$ cat config.mk
export PLATFORM = sky130hd
export DESIGN_NAME = sort_controller_param_flat
export DESIGN_NICKNAME = d
export VERILOG_FILES = /design/src/rtl/sort_controller_param_if.sv /design/src/rtl/sort_controller_param.sv /design/src/flat_wrapper.sv
export SDC_FILE = /design/constraint.sdc
export NUM_CORES = 1
export LEC_CHECK = 0
export ABC_CLOCK_PERIOD_IN_PS = 2220
export BUFFER_PORTS_ARGS = -buffer_cell sky130_fd_sc_hd__buf_4
export CAP_MARGIN = 20
export CELL_PAD_IN_SITES_DETAIL_PLACEMENT = 1
export CELL_PAD_IN_SITES_GLOBAL_PLACEMENT = 2
export CORE_MARGIN = 10
export CORE_UTILIZATION = 34
export CTS_BUF_LIST = sky130_fd_sc_hd__clkbuf_8
export CTS_CLUSTER_SIZE = 24
export DETAILED_ROUTE_END_ITERATION = 10
export PLACE_DENSITY_LB_ADDON = 0.2
export SYNTH_ARGS = -nofsm -noshare
export SYNTH_HDL_FRONTEND = slang
export SYNTH_SLANG_ARGS = --single-unit
$ cat constraint.sdc
create_clock -name clk -period 2.22 [get_ports clk]
set_clock_uncertainty 0.2 [all_clocks]
set_input_delay 0.111 -clock clk [delete_from_list [all_inputs] [get_ports clk]]
set_output_delay 0.111 -clock clk [all_outputs]
set_load 0.05 [all_outputs]
$ cat src/rtl/sort_controller_param_if.sv
// Handshake and strobe bundle between the sort controller and its PE array / requester.
interface sort_controller_param_if #(
    parameter int unsigned CW = 3
);
    logic          en;
    logic          abort;
    logic          early_exit_en;
    logic          swap_any;
    logic          write_enable;
    logic          even_SL;
    logic          even_SR;
    logic          even_RL;
    logic          even_RR;
    logic          odd_SL;
    logic          odd_SR;
    logic          odd_RL;
    logic          odd_RR;
    logic          odd_cmp_en;
    logic          even_cmp_en;
    logic          busy;
    logic          done;
    logic [CW-1:0] rounds_done;

    // Requester / PE-array side.
    modport master (
        output en, abort, early_exit_en, swap_any,
        input  write_enable, even_SL, even_SR, even_RL, even_RR,
               odd_SL, odd_SR, odd_RL, odd_RR, odd_cmp_en, even_cmp_en,
               busy, done, rounds_done
    );

    // Controller side.
    modport slave (
        input  en, abort, early_exit_en, swap_any,
        output write_enable, even_SL, even_SR, even_RL, even_RR,
               odd_SL, odd_SR, odd_RL, odd_RR, odd_cmp_en, even_cmp_en,
               busy, done, rounds_done
    );
endinterface

$ cat src/rtl/sort_controller_param.sv
// Odd-even transposition sort sequencer: steps a PE array through send/receive/compare
// phases, counts rounds and optionally stops after a round without any swap.
module sort_controller_param #(
    parameter int unsigned CMP_CYCLES = 6,
    parameter int unsigned ROUNDS     = 4,
    parameter int unsigned CW         = $clog2(ROUNDS + 1)
) (
    input logic                     clk,
    input logic                     rst,
    sort_controller_param_if.slave  bus
);

    localparam int unsigned CMPW = (CMP_CYCLES > 1) ? $clog2(CMP_CYCLES) : 1;
    localparam logic [CMPW-1:0] CMP_LAST   = CMPW'(CMP_CYCLES - 1);
    localparam logic [CW-1:0]   ROUNDS_CW  = CW'(ROUNDS);

    typedef enum logic [7:0] {
        IDLE           = 8'b0000_0001,
        EVEN_SL_ODD_RR = 8'b0000_0010,
        ODD_COMPARE    = 8'b0000_0100,
        EVEN_RL_ODD_SR = 8'b0000_1000,
        EVEN_RR_ODD_SL = 8'b0001_0000,
        EVEN_COMPARE   = 8'b0010_0000,
        EVEN_SR_ODD_RL = 8'b0100_0000,
        DONE           = 8'b1000_0000
    } state_e;

    state_e          state_q, state_d;
    logic [CMPW-1:0] cmp_q, cmp_d;
    logic [CW-1:0]   round_q, round_d;
    logic            swap_q, swap_d;

    logic write_enable_q;
    logic even_sl_q, even_sr_q, even_rl_q, even_rr_q;
    logic odd_sl_q, odd_sr_q, odd_rl_q, odd_rr_q;
    logic odd_cmp_q, even_cmp_q, busy_q, done_q;

    // Next-state, compare/round counters and swap tracking.
    always_comb begin
        state_d = state_q;
        cmp_d   = cmp_q;
        round_d = round_q;
        swap_d  = swap_q;
        if (state_q != IDLE && bus.abort) begin
            state_d = IDLE;
            cmp_d   = '0;
            round_d = '0;
            swap_d  = 1'b0;
        end else begin
            case (state_q)
                IDLE: begin
                    if (bus.en && !bus.abort) begin
                        state_d = EVEN_SL_ODD_RR;
                        round_d = '0;
                        swap_d  = 1'b0;
                    end
                end
                EVEN_SL_ODD_RR: begin
                    state_d = ODD_COMPARE;
                    cmp_d   = '0;
                end
                ODD_COMPARE: begin
                    swap_d = swap_q | bus.swap_any;
                    if (cmp_q == CMP_LAST) begin
                        state_d = EVEN_RL_ODD_SR;
                    end else begin
                        cmp_d = cmp_q + CMPW'(1);
                    end
                end
                EVEN_RL_ODD_SR: state_d = EVEN_RR_ODD_SL;
                EVEN_RR_ODD_SL: begin
                    state_d = EVEN_COMPARE;
                    cmp_d   = '0;
                end
                EVEN_COMPARE: begin
                    swap_d = swap_q | bus.swap_any;
                    if (cmp_q == CMP_LAST) begin
                        state_d = EVEN_SR_ODD_RL;
                    end else begin
                        cmp_d = cmp_q + CMPW'(1);
                    end
                end
                EVEN_SR_ODD_RL: begin
                    round_d = round_q + CW'(1);
                    if (round_d == ROUNDS_CW || (bus.early_exit_en && !swap_q)) begin
                        state_d = DONE;
                    end else begin
                        state_d = EVEN_SL_ODD_RR;
                        swap_d  = 1'b0;
                    end
                end
                DONE:    state_d = IDLE;
                default: state_d = IDLE;
            endcase
        end
    end

    // State register and outputs decoded from the next state.
    always_ff @(posedge clk) begin
        if (rst) begin
            state_q        <= IDLE;
            cmp_q          <= '0;
            round_q        <= '0;
            swap_q         <= 1'b0;
            write_enable_q <= 1'b1;
            even_sl_q      <= 1'b0;
            even_sr_q      <= 1'b0;
            even_rl_q      <= 1'b0;
            even_rr_q      <= 1'b0;
            odd_sl_q       <= 1'b0;
            odd_sr_q       <= 1'b0;
            odd_rl_q       <= 1'b0;
            odd_rr_q       <= 1'b0;
            odd_cmp_q      <= 1'b0;
            even_cmp_q     <= 1'b0;
            busy_q         <= 1'b0;
            done_q         <= 1'b0;
        end else begin
            state_q        <= state_d;
            cmp_q          <= cmp_d;
            round_q        <= round_d;
            swap_q         <= swap_d;
            write_enable_q <= (state_d == IDLE);
            even_sl_q      <= (state_d == EVEN_SL_ODD_RR);
            odd_rr_q       <= (state_d == EVEN_SL_ODD_RR);
            odd_cmp_q      <= (state_d == ODD_COMPARE);
            even_rl_q      <= (state_d == EVEN_RL_ODD_SR);
            odd_sr_q       <= (state_d == EVEN_RL_ODD_SR);
            even_rr_q      <= (state_d == EVEN_RR_ODD_SL);
            odd_sl_q       <= (state_d == EVEN_RR_ODD_SL);
            even_cmp_q     <= (state_d == EVEN_COMPARE);
            even_sr_q      <= (state_d == EVEN_SR_ODD_RL);
            odd_rl_q       <= (state_d == EVEN_SR_ODD_RL);
            busy_q         <= (state_d != IDLE);
            done_q         <= (state_d == DONE);
        end
    end

    assign bus.write_enable = write_enable_q;
    assign bus.even_SL      = even_sl_q;
    assign bus.even_SR      = even_sr_q;
    assign bus.even_RL      = even_rl_q;
    assign bus.even_RR      = even_rr_q;
    assign bus.odd_SL       = odd_sl_q;
    assign bus.odd_SR       = odd_sr_q;
    assign bus.odd_RL       = odd_rl_q;
    assign bus.odd_RR       = odd_rr_q;
    assign bus.odd_cmp_en   = odd_cmp_q;
    assign bus.even_cmp_en  = even_cmp_q;
    assign bus.busy         = busy_q;
    assign bus.done         = done_q;
    assign bus.rounds_done  = round_q;

endmodule

$ cat src/flat_wrapper.sv
// flat-port wrapper written by rule: the top's interface ports become plain ports
module sort_controller_param_flat 
#(
    parameter int unsigned CMP_CYCLES = 6,
    parameter int unsigned ROUNDS     = 4,
    parameter int unsigned CW         = $clog2(ROUNDS + 1)
)
  (clk, rst, bus_en, bus_abort, bus_early_exit_en, bus_swap_any, bus_write_enable, bus_even_SL, bus_even_SR, bus_even_RL, bus_even_RR, bus_odd_SL, bus_odd_SR, bus_odd_RL, bus_odd_RR, bus_odd_cmp_en, bus_even_cmp_en, bus_busy, bus_done, bus_rounds_done);
  sort_controller_param_if #(.CW(CW)) bus_i ();
  input logic clk;
  input logic rst;
  input wire logic [$bits(bus_i.en)-1:0] bus_en;
  input wire logic [$bits(bus_i.abort)-1:0] bus_abort;
  input wire logic [$bits(bus_i.early_exit_en)-1:0] bus_early_exit_en;
  input wire logic [$bits(bus_i.swap_any)-1:0] bus_swap_any;
  output wire logic [$bits(bus_i.write_enable)-1:0] bus_write_enable;
  output wire logic [$bits(bus_i.even_SL)-1:0] bus_even_SL;
  output wire logic [$bits(bus_i.even_SR)-1:0] bus_even_SR;
  output wire logic [$bits(bus_i.even_RL)-1:0] bus_even_RL;
  output wire logic [$bits(bus_i.even_RR)-1:0] bus_even_RR;
  output wire logic [$bits(bus_i.odd_SL)-1:0] bus_odd_SL;
  output wire logic [$bits(bus_i.odd_SR)-1:0] bus_odd_SR;
  output wire logic [$bits(bus_i.odd_RL)-1:0] bus_odd_RL;
  output wire logic [$bits(bus_i.odd_RR)-1:0] bus_odd_RR;
  output wire logic [$bits(bus_i.odd_cmp_en)-1:0] bus_odd_cmp_en;
  output wire logic [$bits(bus_i.even_cmp_en)-1:0] bus_even_cmp_en;
  output wire logic [$bits(bus_i.busy)-1:0] bus_busy;
  output wire logic [$bits(bus_i.done)-1:0] bus_done;
  output wire logic [$bits(bus_i.rounds_done)-1:0] bus_rounds_done;
  assign bus_i.en = bus_en;
  assign bus_i.abort = bus_abort;
  assign bus_i.early_exit_en = bus_early_exit_en;
  assign bus_i.swap_any = bus_swap_any;
  assign bus_write_enable = bus_i.write_enable;
  assign bus_even_SL = bus_i.even_SL;
  assign bus_even_SR = bus_i.even_SR;
  assign bus_even_RL = bus_i.even_RL;
  assign bus_even_RR = bus_i.even_RR;
  assign bus_odd_SL = bus_i.odd_SL;
  assign bus_odd_SR = bus_i.odd_SR;
  assign bus_odd_RL = bus_i.odd_RL;
  assign bus_odd_RR = bus_i.odd_RR;
  assign bus_odd_cmp_en = bus_i.odd_cmp_en;
  assign bus_even_cmp_en = bus_i.even_cmp_en;
  assign bus_busy = bus_i.busy;
  assign bus_done = bus_i.done;
  assign bus_rounds_done = bus_i.rounds_done;
  sort_controller_param #(.CMP_CYCLES(CMP_CYCLES), .ROUNDS(ROUNDS), .CW(CW)) u_core (.clk(clk), .rst(rst), .bus(bus_i));
endmodule
==> metrics.log <==
INFO  metric asyncSetResetFlopFracSynth = 0
INFO  metric ctsRootBufferMaster = clkbuf_8
INFO  metric holdPathEnd = u_core.bus.busy$_SDFF_PP0_
INFO  metric insertion_delay = 260 ps
INFO  metric yosys.area.top_type = dfxtp_1
INFO  metric max_h_tree_level = 1
INFO  metric top_level_ports = 22
INFO  metric timing.critical_path.fanout_max = 13
INFO  metric cp-end-kind = flip-flop
INFO  metric buffer_depth_of_the_longest_clock_path = 2
INFO  metric die_area = between 0.005 and 0.006 mm^2
INFO  metric power.net_switching = 0.267 mW
INFO  metric min_period_over_period = 0.934
INFO  metric grt_pass1_wl = 4210 um
INFO  metric die_width = 75.7 um
INFO  metric crit-reg2reg-launch = u_core.state_q[3]$_SDFF_PP0_
INFO  metric wire_per_inst = 14.9 um
INFO  metric ys_warn_count = 0
INFO  metric design.core.area = 0.00300 mm^2
INFO  metric worstPathRequired = 2180 ps
INFO  metric layout_setup_ws = 148 ps
INFO  metric cts_tree = done
INFO  metric cell_internal_pwr = around 0.67 mW
INFO  metric first_pass_iters = 3
INFO  metric drive_above_1_share = 0.272
INFO  metric route.vias.total = 835
INFO  metric nFillCells = 359
INFO  metric max_freq = 483 MHz
INFO  metric final_util = 0.439
INFO  metric postRouteAntennaNets = 0
INFO  metric number_of_port_buffers = 21
INFO  metric grt_util_all_layers = 0.0975
INFO  metric dp_worst_setup_slack = 180 ps
INFO  metric postCtsSetupBuffers = 0
INFO  metric syn_avg_cell_area = 9.49 um^2
INFO  metric numCtsBuffers = 3
INFO  metric grt_start_max_net_pins = 14
INFO  metric hold_viol = 0
INFO  metric detail_route.drc_violations = 0
INFO  metric rows = 20
INFO  metric clock_power_share = 0.316
INFO  metric via_count_of_the_first_global_routing_pass = roughly 940
INFO  metric synth_enable_flop_cells = 0
INFO  metric total_congestion_overflow = 0
INFO  metric place.gp.congestion = 0.704
INFO  metric hold-path-cell-count = 4
INFO  metric place.detailed.hpwl = approximately 2000 um
INFO  metric critPathArrivalTime = roughly 2000 ps
INFO  metric timing_worst_slew_pin_value = 381 ps
INFO  metric placedInstanceArea = 0.00124 mm^2
INFO  metric crit_path_max_incr_delay = roughly 430 ps
INFO  metric clkSlewWorstSetupHoldPaths = 80 ps
INFO  metric p_leak = 0.541 nW
INFO  metric fin_crit = approximately 2100 ps
INFO  metric antenna_found_initial = 0
INFO  metric regToRegSetupSlack = 150 ps
INFO  metric slowest_stage = nor4_4
INFO  metric hold_path_class = in2reg
INFO  metric combinational_power_share = 0.192
INFO  metric timing.max_cap.violations = 0
INFO  metric largest_register_ffs = 8
INFO  metric syn-instance-count = 111
INFO  metric regToRegEndpoint = u_core.bus.write_enable$_SDFF_PP1_
INFO  metric tns = 0 ps
INFO  metric report.final.setup_viol = 0
INFO  metric nets = ~150
INFO  metric synthFlopType = dfxtp_1
INFO  metric number_of_cells_traversed_by_the_worst_register_to_register_path = 5
INFO  metric netlist.area_leader.share = 0.456
INFO  metric power.sequential.fraction = 0.492
INFO  metric cp_top_family = simple AND/OR/NAND/NOR gates
INFO  metric maxSlewViolCount = 0
INFO  metric synth_seq_cells = 24
INFO  metric insertedDiodeCount = 0
INFO  metric crit_buf_inv = 0
INFO  metric outcome = complete, no violations
INFO  metric yosysUniqueCellTypes = 31
INFO  metric top_register = u_core.state_q
INFO  metric post_drt_via_cell_ratio = 4.94
INFO  metric biggest_area_contributors_in_the_synthesized_netlist = dfxtp_1, nor2_1, ha_1, nor4_4, nor3_1
INFO  metric critPathLaunchType = flip-flop
INFO  metric post-synth-top-count-cell = dfxtp_1
INFO  metric final_design_area_no_fill = between 0.001 and 0.0015 mm^2
INFO  metric cts_sinks = 24
INFO  metric critical_path.cell_chain = nor4_4, nand4b_2, a21o_1, o21bai_4, or2_1
INFO  metric post_synth_net_total = about 120
INFO  metric netlist_top_cells_count = dfxtp_1, nor2_1, nor3_1
INFO  metric netSwitchingFraction = 0.285
INFO  metric hp-start = bus_abort
INFO  metric effective_utilization_at_floorplan = 0.351
INFO  metric max-slew-margin-rel = 0.744
INFO  metric setup_repair_after_global_routing_missed_its_margin = no
INFO  metric yosysSeqAreaShare = 0.456
INFO  metric design_power_total = 0.939 mW
INFO  metric flow.area_growth_from_synthesis = 25.1%
INFO  metric drt_iter0_drcs = 31
INFO  metric syn_std_cell_area = 0.00105 mm^2
INFO  metric critical_path_class = reg2reg
INFO  metric cellPowerDensity = 712 mW/mm^2
INFO  metric finalWirelength = 2520 um
INFO  metric max-vdd-ir-drop = 0.000240 V
INFO  metric fp.dieH = 75.7 um
==> worst max-delay path by stage <==
stage                                               endpoint  depth (start not counted)                                    from
after global placement          u_core.state_q[0]$_SDFF_PP1_                          5            u_core.state_q[3]$_SDFF_PP0_
after global routing      u_core.bus.write_enable$_SDFF_PP1_                          5            u_core.state_q[3]$_SDFF_PP0_
after floorplan                   u_core.swap_q$_SDFFE_PP0P_                          6  u_core.bus.rounds_done[0]$_SDFFE_PP0P_
final                     u_core.bus.write_enable$_SDFF_PP1_                          5            u_core.state_q[3]$_SDFF_PP0_
after detailed placement  u_core.bus.write_enable$_SDFF_PP1_                          5            u_core.state_q[3]$_SDFF_PP0_
after CTS                 u_core.bus.write_enable$_SDFF_PP1_                          5            u_core.state_q[3]$_SDFF_PP0_
==> through the flow <==
stage	std cells	hold WS (ps)
3_3_place_gp	163	248
6_report	169	56.0
4_1_cts	169	57.8
3_5_place_dp	163	242
2_1_floorplan	111	98.4
5_1_grt	169	108
==> cells in the final DEF, fill, tap and decap left out, types with 3 or more instances in the layout <==
master    synthesis  final
a21oi_1           6      6
buf_4             4     25
nor2b_1           3      3
clkbuf_8          0      4
inv_1             4      4
ha_1              4      4
nor3_1            8      8
nand2_1           6      6
dfxtp_1          24     24
nand4b_1          3      3
nor2_1           20     20
==> kinds of logic after synthesis <==
group	share of synthesized area
flops	0.456
simple gates	0.300
fa+ha+maj	0.0475
compound gates	0.101
mux	0.0214
buf+inv	0.0570
xor+xnor	0.0166
==> worst register-to-register path, cell delays in order (launching register included) <==
cell and delay, ps:
dfxtp_1 360, nor4_4 430, nand4b_2 230, a21o_1 240
o21bai_4 240, or2_1 260
==> power groups by stage <==
stage	sequential, mW	combinational [mW]	clock, mW
after floorplan	0.500	0.108	0
after global placement	0.471	0.178	0
after detailed placement	0.473	0.180	0
after CTS	0.463	0.183	0.308
after global routing	0.466	0.197	0.329
final	0.462	0.180	0.296
==> what timing repair did <==
action                                  4_1_cts  5_1_grt
endpoints found under the hold margin         3        0
endpoints found under the setup margin        0        1
resized for setup                             0        1
hold buffers                                  2        0
==> layout make-up <==
class / count / area (um^2) / area share
well taps: 33 / 41.3 / 0.0313
multi-input cells: 77 / 518 / 0.393
flip-flops and latches: 24 / 480 / 0.365
repair buffers: 27 / 208 / 0.158
inverters: 4 / 15.0 / 0.0114
clock buffers: 4 / 55.1 / 0.0418
==> layer usage <==
metal | track usage | part of all wire
met5 | 0 | 0
met4 | 0.0433 | 0.0071
met3 | 0.0326 | 0.058
met2 | 0.167 | 0.53
met1 | 0.107 | 0.40
Power figures use the tool's default switching activity.
